[src/rtl/divider_unit.sv]
// Multi-cycle restoring divider (signed or unsigned) with a start/finished handshake.
// Operands are captured on the accepting edge. Divide-by-zero skips straight to DONE.
// Results and flags stay in their registers until the next operation writes them.
module divider_unit #(
  parameter int N = 8
) (
  input  logic         i_clock,
  input  logic         i_reset,
  input  logic         i_start,
  input  logic         i_signed,
  input  logic [N-1:0] i_dividend,
  input  logic [N-1:0] i_divisor,
  output logic         o_busy,
  output logic         o_finished,
  output logic [N-1:0] o_quotient,
  output logic [N-1:0] o_remainder,
  output logic         o_undefined,
  output logic         o_overflow
);

  localparam int CW = $clog2(N + 1);

  typedef enum logic [1:0] {IDLE, DIVIDE, FIXUP, DONE} state_t;

  state_t        state_reg, state_next;
  logic [CW-1:0] count_reg;
  logic [N-1:0]  dvd_shift_reg;   // dividend magnitude, consumed MSB first
  logic [N-1:0]  dvs_reg;         // divisor magnitude
  logic [N-1:0]  quo_reg;
  logic [N-1:0]  rem_reg;
  logic          neg_quo_reg;
  logic          neg_rem_reg;
  logic          ovf_pending_reg;

  logic          accept;
  logic          zero_div;
  logic          last_step;
  logic [N-1:0]  dvd_mag;
  logic [N-1:0]  dvs_mag;
  logic [N:0]    rem_shift;
  logic [N-1:0]  trial;
  logic          no_borrow;

  assign accept    = i_start && ((state_reg == IDLE) || (state_reg == DONE));
  assign zero_div  = (i_divisor == '0);
  assign last_step = (count_reg == CW'(N - 1));

  // |-2^(N-1)| wraps to the 2^(N-1) bit pattern, which is exactly the unsigned magnitude.
  assign dvd_mag = (i_signed && i_dividend[N-1]) ? -i_dividend : i_dividend;
  assign dvs_mag = (i_signed && i_divisor[N-1])  ? -i_divisor  : i_divisor;

  // The N+1-bit shifted remainder is compared against the divisor, which is the
  // no-borrow test. When it succeeds the difference is below the divisor, so the
  // low N bits of the subtraction hold it exactly.
  assign rem_shift = {rem_reg, dvd_shift_reg[N-1]};
  assign no_borrow = (rem_shift >= {1'b0, dvs_reg});
  assign trial     = rem_shift[N-1:0] - dvs_reg;

  assign o_busy     = (state_reg == DIVIDE) || (state_reg == FIXUP);
  assign o_finished = (state_reg == DONE);

  // State register.
  always_ff @(posedge i_clock or posedge i_reset) begin
    if (i_reset) state_reg <= IDLE;
    else         state_reg <= state_next;
  end

  // Next-state decode.
  always_comb begin
    state_next = state_reg;
    case (state_reg)
      IDLE, DONE: begin
        if (accept)                 state_next = zero_div ? DONE : DIVIDE;
        else if (state_reg == DONE) state_next = IDLE;
      end
      DIVIDE:  if (last_step) state_next = FIXUP;
      FIXUP:   state_next = DONE;
      default: state_next = IDLE;
    endcase
  end

  // Operand capture, restoring steps and the result write.
  always_ff @(posedge i_clock or posedge i_reset) begin
    if (i_reset) begin
      count_reg       <= '0;
      dvd_shift_reg   <= '0;
      dvs_reg         <= '0;
      quo_reg         <= '0;
      rem_reg         <= '0;
      neg_quo_reg     <= 1'b0;
      neg_rem_reg     <= 1'b0;
      ovf_pending_reg <= 1'b0;
      o_quotient      <= '0;
      o_remainder     <= '0;
      o_undefined     <= 1'b0;
      o_overflow      <= 1'b0;
    end else if (accept) begin
      count_reg       <= '0;
      dvd_shift_reg   <= dvd_mag;
      dvs_reg         <= dvs_mag;
      quo_reg         <= '0;
      rem_reg         <= '0;
      neg_quo_reg     <= i_signed && (i_dividend[N-1] ^ i_divisor[N-1]);
      neg_rem_reg     <= i_signed && i_dividend[N-1];
      ovf_pending_reg <= i_signed && (i_dividend == {1'b1, {(N-1){1'b0}}}) && (&i_divisor);
      if (zero_div) begin
        o_quotient  <= '1;
        o_remainder <= i_dividend;
        o_undefined <= 1'b1;
        o_overflow  <= 1'b0;
      end
    end else begin
      case (state_reg)
        DIVIDE: begin
          count_reg     <= count_reg + CW'(1);
          dvd_shift_reg <= {dvd_shift_reg[N-2:0], 1'b0};
          rem_reg       <= no_borrow ? trial : rem_shift[N-1:0];
          quo_reg       <= {quo_reg[N-2:0], no_borrow};
        end
        FIXUP: begin
          o_quotient  <= neg_quo_reg ? -quo_reg : quo_reg;
          o_remainder <= neg_rem_reg ? -rem_reg : rem_reg;
          o_undefined <= 1'b0;
          o_overflow  <= ovf_pending_reg;
        end
        default: ;
      endcase
    end
  end

endmodule

[config.mk]
export PLATFORM = sky130hd
export DESIGN_NAME = divider_unit
export DESIGN_NICKNAME = d
export VERILOG_FILES = /design/src/rtl/divider_unit.sv
export SDC_FILE = /design/constraint.sdc
export NUM_CORES = 1
export LEC_CHECK = 0
export ABC_AREA = 1
export CAP_MARGIN = 5
export CORE_UTILIZATION = 40
export CTS_CLUSTER_SIZE = 24
export DETAILED_ROUTE_END_ITERATION = 8
export GPL_TIMING_DRIVEN = 0
export PLACE_DENSITY_LB_ADDON = 0.15
export REMOVE_ABC_BUFFERS = 1
export SLEW_MARGIN = 15
export SYNTH_ARGS = -nofsm -noshare
export SYNTH_HDL_FRONTEND = slang
export SYNTH_SLANG_ARGS = --single-unit
export TNS_END_PERCENT = 100
[constraint.sdc]
create_clock -name i_clock -period 2.2 [get_ports i_clock]
set_clock_uncertainty 0.15 [all_clocks]
set_input_delay 0.22 -clock i_clock [delete_from_list [all_inputs] [get_ports i_clock]]
set_output_delay 0.22 -clock i_clock [all_outputs]
set_load 0.02 [all_outputs]
# ---- After elaboration in Yosys (flattened, before gate mapping)
# Index checks and enable logic that the tools add are counted.
# Widths: inputs -> output; s select.
dict set report totals {
  output_inout_bits 20
  mem_count 0
  latchBits 0
  ff_bits 59
  mem_bits_rw 0
  elab_cells 75
  rom_bits 0
}
dict set report classes {
  muxes 30
  bitwise_logic 1
  n_eq_ne 8
  add_sub_neg 6
  mul 0
  n_shift 0
  magnitude_cmp 1
  div 0
  n_reduce_logical 16
}
# op count
set op_table {}
lappend op_table {{$mux 8} 17}
lappend op_table {{$neg 8->8} 4}
lappend op_table {{$ge 9x8->1} 1}
lappend op_table {{$eq 8x8->1 const B} 1}
lappend op_table {{$logic_not 8->1} 1}
lappend op_table {{$mux 2} 4}
lappend op_table {{$mux 4} 2}
lappend op_table {{$reduce_and 8->1} 1}
lappend op_table {{$sub 8x8->8} 1}
lappend op_table {{$logic_and 1x1->1} 6}
lappend op_table {{$mux 1} 6}
lappend op_table {{$pmux 2 s3} 1}
lappend op_table {{$add 4x1->4 const B} 1}
lappend op_table {{$eq 2x2->1 const B} 2}
lappend op_table {{$eq 4x3->1 const B} 1}
lappend op_table {{$reduce_and 2->1} 2}
lappend op_table {{$reduce_bool 2->1} 2}
lappend op_table {{$ne 3x3->1 const B} 1}
lappend op_table {{$eq 2x1->1 const B} 1}
lappend op_table {{$logic_not 2->1} 1}
lappend op_table {{$logic_or 1x1->1} 2}
lappend op_table {{$ne 2x1->1 const B} 1}
lappend op_table {{$ne 2x2->1 const B} 1}
lappend op_table {{$reduce_or 2->1} 1}
lappend op_table {{$xor 1x1->1} 1}

# ---- Longest topological paths before layout
# Gate-level depths: netlist (run 1).
dict set report logic_depth {
  ltp_word 5
  mapped_depth 12
}

# ---- Worst setup path after synthesis (run 1)
# No wires, ideal clock.
dict set report synth_path {
  path_type {reg-to-reg}
  from {register state_reg[0]}
  to {register o_remainder[3]}
  arrival_ps 1553
  n_path_buf 1
  path_stages_with_launch 11
  setup_slack_ps 416
  required_ps 1969
  setup_ps 81
  synth_period_minus_slack_ps 1784
  cell_sequence {dfrtp_1 -> inv_1 -> ha_1 -> nand2_4 -> inv_4 -> nor2_4 -> inv_4 -> nand2_4 -> buf_6 -> nor2_1 -> a31oi_2}
}
dict set report synth_between {
  elab_chain_cells 5
  word_cells_on_any_way 9
}
# item line
set synth_lines {}
lappend synth_lines {{start: declaration} 25} ;# state_t state_reg, state_next;
lappend synth_lines {{start signal: assignment} 65} ;# else state_reg <= state_next;
lappend synth_lines {{$eq 2x2->1 / $logic_not 2->1 (equally long branches)} 44} ;# assign accept = i_start && ((state_reg == IDLE) || (state_reg == DONE));
lappend synth_lines {{$logic_or 1x1->1} 44}
lappend synth_lines {{$logic_and 1x1->1} 44}
lappend synth_lines {{$ne 2x1->1 (no line) / $reduce_bool 2->1 (equally long branches)} -}
lappend synth_lines {{$reduce_and 2->1 (no line)} -}
lappend synth_lines {{end signal: assignment} 108} ;# o_remainder <= i_dividend;
lappend synth_lines {{end signal: assignment} 122} ;# o_remainder <= neg_rem_reg ? -rem_reg : rem_reg;
lappend synth_lines {{end: declaration} 16} ;# output logic [N-1:0] o_remainder,
# Parallel ways exist; a longest one is shown, timed or not.
# A chain may end at the register's enable or synchronous reset.

# ---- Final worst setup path (run 1)
dict set report layout_path {
  from {register dvd_shift_reg[7]}
  to {register rem_reg[4]}
}
dict set report layout_between {
  elab_chain_cells 4
  word_cells_on_any_way 5
}
# item line
set layout_lines {}
lappend layout_lines {{start: declaration} 27} ;# logic [N-1:0] dvd_shift_reg;
lappend layout_lines {{start signal: assignment} 99} ;# dvd_shift_reg <= dvd_mag;
lappend layout_lines {{start signal: assignment} 116} ;# dvd_shift_reg <= {dvd_shift_reg[N-2:0], 1'b0};
lappend layout_lines {{$sub 8x8->8 / $ge 9x8->1 (equally long branches)} {57, 56}}
lappend layout_lines {{$mux 8 *} 117} ;# rem_reg <= no_borrow ? trial : rem_shift[N-1:0];
lappend layout_lines {{$mux 8 *} 113} ;# case (state_reg)
lappend layout_lines {{$mux 8 *} 97} ;# end else if (accept) begin
lappend layout_lines {{end signal: assignment} 117}
lappend layout_lines {{end: declaration} 30} ;# logic [N-1:0] rem_reg;
# Mark *: on every way between the ends. The rest lies on a longest branch, timed or not. The select of a mux whose other input is x is not followed.

==> results.md, run 1 <==
* Clock sinks at 59
* DRT iter0 DRCs at 209
* Worst setup path category: reg -> reg
* Largest net degree at the start of global routing at 60
* Final period utilization at 0.914
* Via count at 3326
* DRC at 4
* Clock Latency Late Sink at 0.34 ns
* Starting Density at 0.417
* Crit path arrival time at 2.09 ns
* GRT Resource Usage Total at 0.206
* Share of layout cells above drive strength 1 at 0.0861
* Synth Cell Area at 3670 µm²
* Minimum clock period at 2.01 ns
* Die span in y at 97.8 µm
* P_int at 3.55 mW
* Ports at 40
* #FFs+latches synth at 59
* Routed Antenna Nets at 0
* Worst Tran Pin Value at 0.735 ns
* Maximum vdd drop at 531 µV
* Top cell family by delay on the critical path: adder cells
* Top_reg_cell synth: dfrtp_1
* Layout area overhead at 20.7%
* Die footprint at 9560 µm²
* Syn avg cell area at 7.55 µm²
* Leak pwr at 2.13 nW
* Tightest hold margin at 0.200 ns
* Antenna violations before repair at 0
* Sw Share at 0.466
* Max incr delay on CP at 0.43 ns
* Core box area at 8810 µm²
* CTS tree: yes
* Cells after synthesis at 486
* Post-place setup slack at -0.725 ns
* IO Port Bufs at 39
* Max-slew violations at 0
* Synth warn at 0
* Worst path depth at 9
* Final nets at 568
* DP HPWL at 6470 µm
* CP Buf/Inv Count at 2
* Drt pass-1 iters at 7
* Rows at 34
* Failing checks: design-rule violations
* R2R depth at 9
* Hold Path Class: in -> async
* Hold Fails Final Rpt at 0
* Max-cap violations at 0
* Clk slew on worst S/H paths at 0.07 ns
* Setup Viol. Count Final at 0
* Routed WL per cell at 14.3 µm
* Clock root cell: clkbuf_8
* Total CTS buffers at 9
* P_sw at 3.09 mW
* DR vias/cell at 5.18
* Seq pwr share at 0.267
* Worst rel slew slack at 0.510
* Peak Freq at 497 MHz
* Clock power share at 0.154
* Status: complete, but fails checks
* Min setup slack post-route at 0.188 ns
* Req. time, crit path at 2.28 ns
* FFs w/ async S/R, synth at 1.00
* CP max-delay cell: fa_1
* Worst setup EP type: flip-flop
* CP Launch Type: flip-flop
* Share of total power in combinational logic at 0.580
* Cell variety after synth at 34
* Worst path cell trace: inv_1 > ha_1 > inv_1 > fa_1 > a21oi_1 > xor2_1 > nand2_1 > nand3_1 > nand2_1
* Horiz. Die Dim at 97.8 µm
* Wire length of the first global-routing pass at 15400 µm
* Power per cell area at 1500 nW/µm²
* Vias in the first global route at 3205
* Detailed Route WL at 9200 µm
* H-tree levels at 3
* Sequential share of the synthesized area at 0.402
* Worst-path fanout max at 3
* Antenna cell count at 0
* CTS Buffer Depth at 2
* Post-synth EDFFs at 0
* Grt total ovfl at 0
* Gpl congestion at 0.834
* RSZ-0062 raised after global routing: no
-- metrics by stage --
| stage | instances | TNS, ns | util | instance area, µm² | power, mW |
|---|---|---|---|---|---|
| floorplan | 475 | -0.0346 | - | 3600 | 4.27 |
| global placement | 622 | -62.09 | 0.469 | 4130 | 5.32 |
| finish | 642 | 0 | 0.503 | 4430 | 6.64 |
| CTS | 641 | 0 | 0.499 | 4400 | 6.56 |
| detailed placement | 622 | -17.46 | 0.469 | 4130 | 5.38 |
| global route | 642 | 0 | 0.503 | 4430 | 7.24 |
-- cell families (layout without fill, tap and decap cells) --
| kind of cell | after synthesis | in the layout | share of synthesized area |
|---|---|---|---|
| buffers and inverters | 87 | 134 | 0.0968 |
| DFF | 59 | 59 | 0.402 |
| adders and majority gates | 18 | 18 | 0.0634 |
| xor gates and xnor gates | 11 | 11 | 0.0263 |
| and+or+nand+nor | 231 | 232 | 0.283 |
| AOI/OAI and AO/OA | 80 | 80 | 0.128 |
-- Yosys cell counts (2+ instances only) --
library cell | instances | area, µm²
a22oi_1 | 2 | 15.0
a21oi_1 | 21 | 105
nand3_1 | 49 | 245
o22ai_1 | 12 | 75.1
nor2_4 | 4 | 45.0
buf_2 | 7 | 35.0
nor3_1 | 11 | 55.1
dfrtp_1 | 59 | 1480
a21oi_2 | 2 | 17.5
buf_6 | 2 | 22.5
nand4_1 | 4 | 25.0
o211ai_1 | 3 | 22.5
ha_1 | 17 | 213
nand3b_1 | 3 | 22.5
a31oi_2 | 3 | 37.5
inv_1 | 71 | 267
nand2_2 | 2 | 12.5
xor2_1 | 9 | 78.8
inv_2 | 3 | 11.3
nor2_1 | 45 | 169
xnor2_1 | 2 | 17.5
a31oi_1 | 6 | 37.5
o21ai_0 | 30 | 150
inv_4 | 2 | 12.5
nand2_4 | 3 | 33.8
nand2_1 | 106 | 398
-- area by class of cell --
| cell class | instances | area [µm²] |
|---|---|---|
| fill | 895 | 4380 |
| multi-input combinational | 341 | 1900 |
| sequential | 59 | 1480 |
| timing repair buffer | 43 | 419 |
| inverter | 76 | 298 |
| clock buffer | 11 | 151 |
| tap | 108 | 135 |
| clock inverter | 4 | 50.0 |
-- power by group through the flow --
stage          registers, mW  logic [mW]  clock network [mW]
3_5_place_dp            1.78        3.60                   0
5_1_grt                 1.83        4.33                1.09
3_3_place_gp            1.77        3.55                   0
6_report                1.77        3.85                1.02
2_1_floorplan           1.92        2.35                   0
4_1_cts                 1.76        3.75                1.05
-- per-layer routing --
metal	vias to the layer above	global-route usage	wire length, µm
met5	-	0	0
met4	0	0.0793	233
met3	15	0.0429	421
met2	89	0.312	4100
met1	1544	0.288	4450
li1	1678	-	-
-- worst paths after layout --
kind | slack, ns | endpoint | startpoint
setup / recovery | 0.19 | rem_reg[4] | dvd_shift_reg[7]
hold / removal | 0.20 | o_quotient[0] | i_reset
setup reg to reg | 0.19 | rem_reg[4] | dvd_shift_reg[7]
hold reg to reg | 0.33 | o_undefined | o_undefined
max in group asynchronous | 1.20 | rem_reg[1] | i_reset
min in group i_clock | 0.33 | o_undefined | o_undefined
-- what timing repair did --
action                                  CTS  global route
cloned                                    0             1
endpoints found under the setup margin   43            28
pin swaps                                 3             1
endpoints found under the hold margin     0             0
resized for setup                         8             4
buffers inserted                          4             0
hold buffers                              0             0
-- cells in the final DEF, fill, tap and decap left out, drive strengths merged, types with 9 or more instances in the layout --
cell,count
nand2,112
inv,76
dfrtp,59
nand3,49
nor2,49
clkdlybuf4s50,38
o21ai,30
a21oi,23
ha,17
o22ai,12
nor3,12
clkbuf,11
xor2,9
a31oi,9
No activity file was read; power rests on OpenSTA's default activity.
==> inputs of run 2 (changes only) <==
--- a/config.mk
+++ b/config.mk
@@ -7,6 +7,7 @@
 export LEC_CHECK = 0
 export ABC_AREA = 1
 export CAP_MARGIN = 5
+export CORE_MARGIN = 5
 export CORE_UTILIZATION = 40
 export CTS_CLUSTER_SIZE = 24
 export DETAILED_ROUTE_END_ITERATION = 8
==> results.md, run 2 (synthesized netlist as in run 1, its figures left out) <==
* Worst Tran Pin Value at 0.406 ns (-0.329 ns)
* R2R depth at 9 (unchanged)
* Max-cap violations at 0 (unchanged)
* Share of layout cells above drive strength 1 at 0.0879 (+0.00171)
* Clock Latency Late Sink at 0.34 ns (about the same)
* Status: finished, final reports clean
* Final nets at 568 (unchanged)
* Power per cell area at 1470 nW/µm² (-2.0%)
* Most common cell after layout, fill and taps aside: nand2_1
* Vias in the first global route at 3121 (-2.6%)
* Layout area overhead at 20.6%
* Largest net degree at the start of global routing at 60 (unchanged)
* DRT iter0 DRCs at 146 (-30%)
* Tightest hold margin at 0.141 ns (-0.0589 ns)
* Setup Viol. Count Final at 0 (unchanged)
* R2R setup slack at 0.11 ns (-0.08 ns)
* Minimum clock period at 2.09 ns (+0.0763 ns)
* DRC at 0 (-4)
* Placed cells at 626 (+0.64%)
* DP HPWL at 6610 µm (+2.1%)
* Drt pass-1 iters at 5 (-2)
* Detailed Route WL at 9040 µm (-1.7%)
* Worst-path fanout max at 35 (+32)
* Die footprint at 11200 µm² (+17%)
* Fin cells at 646 (+0.62%)
* Grt total ovfl at 0 (unchanged)
* Worst setup path category: reg -> reg
* Wire length of the first global-routing pass at 15100 µm (-1.4%)
* Clock root cell: clkbuf_8
* Commonest cells after routing, fill and taps aside: nand2_1 (106), inv_1 (70), dfrtp_1 (59), nand3_1 (49), nor2_1 (43)
* Final period utilization at 0.949 (+0.0347)
* Total CTS buffers at 9 (unchanged)
* Core box area at 9110 µm² (+3.4%)
* Req. time, crit path at 2.28 ns (about the same)
* R2R Path End: o_quotient[3]
* Antenna cell count at 0 (unchanged)
* Worst setup EP type: flip-flop
* Routed Antenna Nets at 0 (unchanged)
* Fin Setup TNS at 0 ns (unchanged)
* RSZ-0062 raised after global routing: yes
* Via count at 3285 (-1.2%)
* Starting Density at 0.403 (-0.0139)
* Ports at 40 (unchanged)
* Gpl congestion at 0.826 (-1.0%)
* Worst r2r src: state_reg[0]
* IO Port Bufs at 39 (unchanged)
* Clock sinks at 59 (unchanged)
* Leak pwr at 2.13 nW (about the same)
* Antenna violations before repair at 0 (unchanged)
* Hold Fails Final Rpt at 0 (unchanged)
* Hold Path Class: in -> async
* Horiz. Die Dim at 106 µm (+8.2%)
* Worst rel slew slack at 0.727 (+0.217)
* Maximum vdd drop at 464 µV (-13%)
* Rows at 35 (+2.9%)
* H-tree levels at 3 (unchanged)
* CTS tree: yes
* Peak Freq at 479 MHz (-3.7%)
* Crit path arrival time at 2.17 ns (+0.08 ns)
* Routed WL per cell at 14.0 µm (-2.3%)
* Total Power at 6.49 mW (-2.1%)
* Clk slew on worst S/H paths at 0.07 ns (about the same)
* CP Launch Type: flip-flop
* DR vias/cell at 5.09 (-1.8%)
* CTS Buffer Depth at 2 (unchanged)
* Max-slew violations at 0 (unchanged)
* Die span in y at 106 µm (+8.2%)
* GRT Resource Usage Total at 0.169 (-0.0363)
-- run 2: changes by cell type in the layout (fill, tap and decap cells not counted) --
| cell | change |
|---|---|
| ha_4 | -1 |
| clkinv_4 | +1 |
| nor3_4 | -1 |
| clkinv_2 | +2 |
| nand2_4 | -1 |
| clkbuf_8 | -2 |
| ha_2 | +1 |
| nor3_2 | +1 |
| buf_16 | +1 |
-- run 2: critical path, cell delays in order, from the launching register on --
cell and delay [ns]:
dfrtp_1 0.40, inv_1 0.06, ha_2 0.39, nand2_8 0.17, inv_8 0.19, nor2_4 0.07
inv_4 0.12, nand2_8 0.14, o22ai_1 0.22, inv_2 0.05
-- run 2: worst max-delay path by stage --
stage,startpoint,endpoint,slack [ns],depth (start not counted)
2_1_floorplan,state_reg[0],dvd_shift_reg[5],-0.02,8
3_3_place_gp,i_reset,count_reg[2],-0.82,2
3_5_place_dp,state_reg[0],dvd_shift_reg[5],-0.78,8
4_1_cts,state_reg[0],o_quotient[3],0.03,9
5_1_grt,state_reg[0],o_quotient[3],-0.01,9
6_report,state_reg[0],o_quotient[3],0.11,9
-- run 2: metrics by stage --
step                      setup WS, ns   util  cell area [µm²]
after floorplan                -0.0173      -             3600
after global placement          -0.820  0.454             4130
after detailed placement        -0.782  0.457             4160
after CTS                       0.0260  0.485             4420
after global routing           -0.0119  0.486             4430
final                            0.112  0.486             4430
-- run 2: what timing repair did --
action | in CTS | in global routing
buffers inserted | 4 | 0
gates resized for setup | 8 | 2
hold buffers | 0 | 0
endpoints found under the setup margin | 43 | 26
pin swaps | 3 | 1
-- run 2: per-layer routing --
layer | wire length (µm) | share of wire | up-vias | global-route usage
li1 | - | - | 1678 | -
met1 | 4560 | 0.50 | 1508 | 0.250
met2 | 3920 | 0.43 | 85 | 0.243
met3 | 382 | 0.042 | 14 | 0.0288
met4 | 181 | 0.020 | 0 | 0.0694
met5 | 0 | 0 | - | 0
-- run 2: power breakdown --
group	switching (mW)	internal, mW
combinational	2.32	1.43
sequential	0.255	1.51
clock	0.463	0.518
-- run 2: cell type report --
type                            count  area [µm²]
Clock buffer                        9         124
Clock inverter                      7        68.8
Fill cell                         919        4680
Inverter                           76         298
Multi-Input combinational cell    340        1870
Sequential cell                    59        1480
Tap cell                          111         139
Timing Repair Buffer               44         447
